$ cat src/rtl/mem_wb_stage.sv
`default_nettype none
// ============================================================================
// Module   : mem_wb_stage
// Purpose  : Memory-access stage plus MEM/WB pipeline register. Performs
//            data-memory loads and stores and resolves JEQ (redirect and
//            upstream flush). It also presents write-back data and forwarding
//            qualifiers to the register file and hazard unit.
// Revision : 1.0  initial release
// ============================================================================
module mem_wb_stage #(
  parameter int AW = 8
) (
  input  logic        Clk,
  input  logic        Reset,
  input  logic [4:0]  ControlsIn,
  input  logic [15:0] ResultIn,
  input  logic        ZeroIn,
  input  logic [15:0] DataIn,
  input  logic [15:0] MemAddrIn,
  input  logic [15:0] JEQAddrIn,
  input  logic [2:0]  Reg1In,
  output logic        BranchTaken,
  output logic [15:0] BranchTarget,
  output logic        FlushOut,
  output logic        RegWriteOut,
  output logic [2:0]  WriteRegOut,
  output logic [15:0] WriteDataOut,
  output logic        FwdValid,
  output logic        LoadDone
);

  localparam int c_DEPTH = 1 << AW;

  // Control field decode from the EX/MEM register
  logic          w_regWrite;
  logic          w_memToReg;
  logic          w_memRead;
  logic          w_memWrite;
  logic          w_jeq;
  logic [AW-1:0] w_addr;

  assign w_regWrite = ControlsIn[4];
  assign w_memToReg = ControlsIn[3];
  assign w_memRead  = ControlsIn[2];
  assign w_memWrite = ControlsIn[1];
  assign w_jeq      = ControlsIn[0];

  // Upper address bits are dropped, so addresses alias modulo the depth.
  assign w_addr = MemAddrIn[AW-1:0];

  generate
    if (AW < 16) begin : g_aliasBits
      logic w_unusedHi;
      assign w_unusedHi = &{1'b0, MemAddrIn[15:AW]};
    end
  endgenerate

  // Data memory; contents deliberately survive reset
  logic [15:0] r_mem [0:c_DEPTH-1];

  // MEM/WB register fields
  logic        r_regWrite;
  logic        r_memToReg;
  logic [15:0] r_result;
  logic [15:0] r_loadData;
  logic [2:0]  r_writeReg;
  logic        r_loadDone;

  // Branch resolution is purely combinational on the current EX/MEM contents
  assign BranchTaken  = w_jeq & ZeroIn;
  assign BranchTarget = JEQAddrIn;
  assign FlushOut     = BranchTaken;

  // Store port: reset in the same cycle suppresses the write
  always_ff @(posedge Clk) begin
    if (!Reset && w_memWrite) begin
      r_mem[w_addr] <= DataIn;
    end
  end

  // MEM/WB capture; the memory read here sees the pre-write value (read-before-write)
  always_ff @(posedge Clk) begin
    if (Reset) begin
      r_regWrite <= 1'b0;
      r_memToReg <= 1'b0;
      r_result   <= 16'h0000;
      r_loadData <= 16'h0000;
      r_writeReg <= 3'd0;
      r_loadDone <= 1'b0;
    end else begin
      r_regWrite <= w_regWrite;
      r_memToReg <= w_memToReg;
      r_result   <= ResultIn;
      r_loadData <= w_memRead ? r_mem[w_addr] : 16'h0000;
      r_writeReg <= Reg1In;
      r_loadDone <= w_memRead;
    end
  end

  // Write-back selection from registered fields
  assign WriteDataOut = r_memToReg ? r_loadData : r_result;
  assign RegWriteOut  = r_regWrite;
  assign WriteRegOut  = r_writeReg;
  assign FwdValid     = r_regWrite;
  assign LoadDone     = r_loadDone;

endmodule
`default_nettype wire

$ cat config.mk
export PLATFORM = sky130hd
export DESIGN_NAME = mem_wb_stage
export DESIGN_NICKNAME = d
export VERILOG_FILES = /design/src/rtl/mem_wb_stage.sv
export SDC_FILE = /design/constraint.sdc
export NUM_CORES = 2
export LEC_CHECK = 0
export CORE_MARGIN = 10
export CORE_UTILIZATION = 51
export DETAILED_ROUTE_END_ITERATION = 7
export PLACE_DENSITY = 0.66
export RECOVER_POWER = 25
export SKIP_CTS_REPAIR_TIMING = 1
export SKIP_LAST_GASP = 1
export SYNTH_ARGS = -nofsm -noshare
export SYNTH_HDL_FRONTEND = slang
export SYNTH_SLANG_ARGS = --single-unit
$ cat constraint.sdc
create_clock -name Clk -period 4.65 [get_ports Clk]
set_clock_uncertainty 0.05 [all_clocks]
set_input_delay 0.93 -clock Clk [delete_from_list [all_inputs] [get_ports Clk]]
set_output_delay 0.93 -clock Clk [all_outputs]
set_load 0.01 [all_outputs]
==> results by group <==
Logic synthesis
  • Avg Cell Area, Syn: 21.17 um2
  • XOR/XNOR Fraction of Synth Area: 0
  • Post-synth top area share: 0.7760
  • Flops & latches, synth: 4134
  • Synth Area in Adders: 0
  • Ys async rst share: 0
  • Gate Count Post-Synth: 7488
  • Sequential-to-total area share from yosys stat: 0.7808
  • Mapped Area: 158500 um2
  • Syn nets: 7563
  • List of most frequent post-synthesis cells: edfxtp_1 (4096), mux4_2 (790), mux2i_1 (493)
  • Post-Synth Simple-Gate Area: 0.02418
  • Count leader, synth: edfxtp_1
  • Post-synth EDFFs: 4096
  • Ys flop type: edfxtp_1
  • Compound-cell area share of the yosys netlist: 0.03113
  • Warnings from Yosys: 0
  • Leading area contributor after synthesis: edfxtp_1
  • Largest family of logic cells by synthesized area: multiplexers
  • Top cells by area, synth: edfxtp_1 (78%), mux4_2 (11%), mux2i_1 (3.1%), a22oi_1 (0.84%), o22ai_1 (0.58%)
  • Mux share of post-synthesis cell area: 0.1482
  • Netlist cell types: 48

Floorplanning
  • Row count: 204
  • Total die area: 333500 um2
  • Ports: 115
  • Chip Height: 577.5 um
  • Core area: 309100 um2
  • Die X: 577.5 um
  • Initial core utilization: 0.5128

Global routing
  • Overall global routing resource usage: 0.2407
  • Initial antenna violation count: 18
  • Met3 GRT Util: 0.04094
  • Met2 usage in global routing: 0.3819
  • Total global routing overflow: 0
  • GR peak layer: met2
  • First-pass GRT wire length: 583300 um
  • Via count of the first global-routing pass: 78826
  • Met1 usage: 0.3419
  • Largest net degree at the start of global routing: 149

Worst hold path
  • Worst Hold Path EP: r_result[15]
  • Worst Hold Path Cells: 2
  • Hold Crit Class: in -> reg
  • HP Start: ResultIn[15]

Drt
  • Via density: 6.353
  • Via count: 80102
  • Routed wire length: 409200 um
  • WL/cell: 32.46 um
  • DRT iter0 DRCs: 11262
  • DR DRC count: 0
  • First-pass DRT Iterations: 7
  • Routed Antenna Nets: 0

STA
  • Setup_tns: 0 ns
  • Setup violators final: 0
  • Tcrit/Tclk final: 0.8108
  • Final Critical Period: 3.770 ns
  • Fmax: 265.2 MHz
  • Count of final hold-check violations: 0
  • Final Max Tran Viols: 1789
  • Hold_ws: 0.4685 ns
  • RSZ-0062 raised after global routing: false
  • Slew headroom: -1.466
  • Slew @ Worst Pin: 3.699 ns

CTS
  • H-tree levels: 5
  • Root buf cell: clkbuf_16
  • CTS tree: built
  • TritonCTS Buffers: 414
  • Max Root-Sink Buffers: 4
  • Worst-path clk slew: 0.06 ns
  • TritonCTS Sinks: 4134
  • Skew-Pair Late Insertion Delay: 0.97 ns

Worst setup path
  • CP Capture Type: flip-flop
  • CP Launch Type: input port
  • Top Family by Delay on Critical Path: buffers and inverters
  • R2r startpoint: r_mem[31][13]
  • Crit path DAT: 4.36 ns
  • CP Data Required Time: 5.24 ns
  • Slowest cell on crit path: clkbuf_2
  • Worst setup path category: in -> reg
  • Reg2Reg Capture Point: r_loadData[13]
  • Reg-to-reg setup timing slack: 1.59 ns
  • CP cell instances: clkbuf_2 -> buf_4
  • WP buf/inv: 2
  • Crit Path Max Fanout: 148
  • Reg2Reg Depth: 8
  • CP peak stage delay: 2.28 ns

Power and ir drop
  • Worst IR Drop VDD: 0.3371 mV
  • Static Leak: 57.94 nW
  • Pwr dens: 425.1 nW/um2

Finish
  • Nets: 8216
  • Layout cells sized above 1: 0.2563
  • Area Growth Syn to Fin: 14.58%

Placed design
  • Hpwl dp: 247000 um
  • GPL Wtd Cong: 0.8798
  • # port buffers: 74

Run status
  • Outcome: complete, but fails checks
  • Failing checks: max-capacitance violations, max-slew violations

Job
  • Max capacitance violation total: 16
routing by layer:
layer,vias up,share of wire
met3,692,0.091
met5,-,0.00010
met4,6,0.040
met1,42445,0.39
met2,4212,0.48
li1,32747,-
cell families after synthesis:
| group | Yosys count |
|---|---|
| AOI/OAI and AO/OA | 713 |
| DFF | 4134 |
| buffers and inverters | 483 |
| and+or+nand+nor | 807 |
| muxes | 1351 |
state kept, by name (all words and copies together), names as in the netlist:
signal,flops
LoadDone,1
WriteRegOut,3
FwdValid,1
r_memToReg,1
r_mem,4096
r_loadData,16
r_result,16
power by group:
group	internal (mW)	leakage (nW)	switching, mW
sequential	41.1	37.1	0.0317
clock	18.5	6.44	13.9
combinational	1.29	14.4	2.42
total	60.9	57.9	16.4
placed cells by master (no fill, tap or decap), drive strengths merged, types with 46 or more instances in the layout:
cell / n
mux4: 790
nor2: 233
o22ai: 148
nand4: 80
clkdlybuf4s50: 50
nor2b: 46
a221oi: 52
buf: 645
nand2: 226
edfxtp: 4096
mux2: 68
clkbuf: 531
nor3: 50
clkinv: 190
mux2i: 493
nand3: 69
a31oi: 47
a21oi: 124
a22oi: 178
area by class of cell:
type	instances	area, um2
fillers	21735	127500
repair buffers	718	6802
well taps	4120	5155
multi-input cells	2871	32640
clock buffers	509	10870
clock inverters	241	2347
diodes	13	32.53
flip-flops and latches	4134	123800
inverters	2	7.507
metrics by stage:
stage	worst slack [ns]	power, mW	instances	instance area [um2]	utilization
floorplan	0.6042	43.64	7488	158500	-
finish	0.8799	77.21	12608	181600	0.5875
detailed placement	0.1018	45.53	11845	168500	0.5453
CTS	0.9608	77.53	12595	181800	0.5880
global placement	0.1086	45.45	11845	168500	0.5453
global route	0.7737	79.24	12598	181600	0.5874
worst max path at each step:
stage / to / start / depth (start not counted)
global route: r_mem[99][5] / DataIn[5] / 2
finish: r_mem[131][5] / DataIn[5] / 2
detailed placement: r_loadData[6] / MemAddrIn[5] / 10
global placement: r_loadData[6] / MemAddrIn[5] / 10
CTS: WriteDataOut[15] / r_memToReg / 2
floorplan: r_mem[158][0] / MemAddrIn[2] / 8
Power figures use the tool's default switching activity.
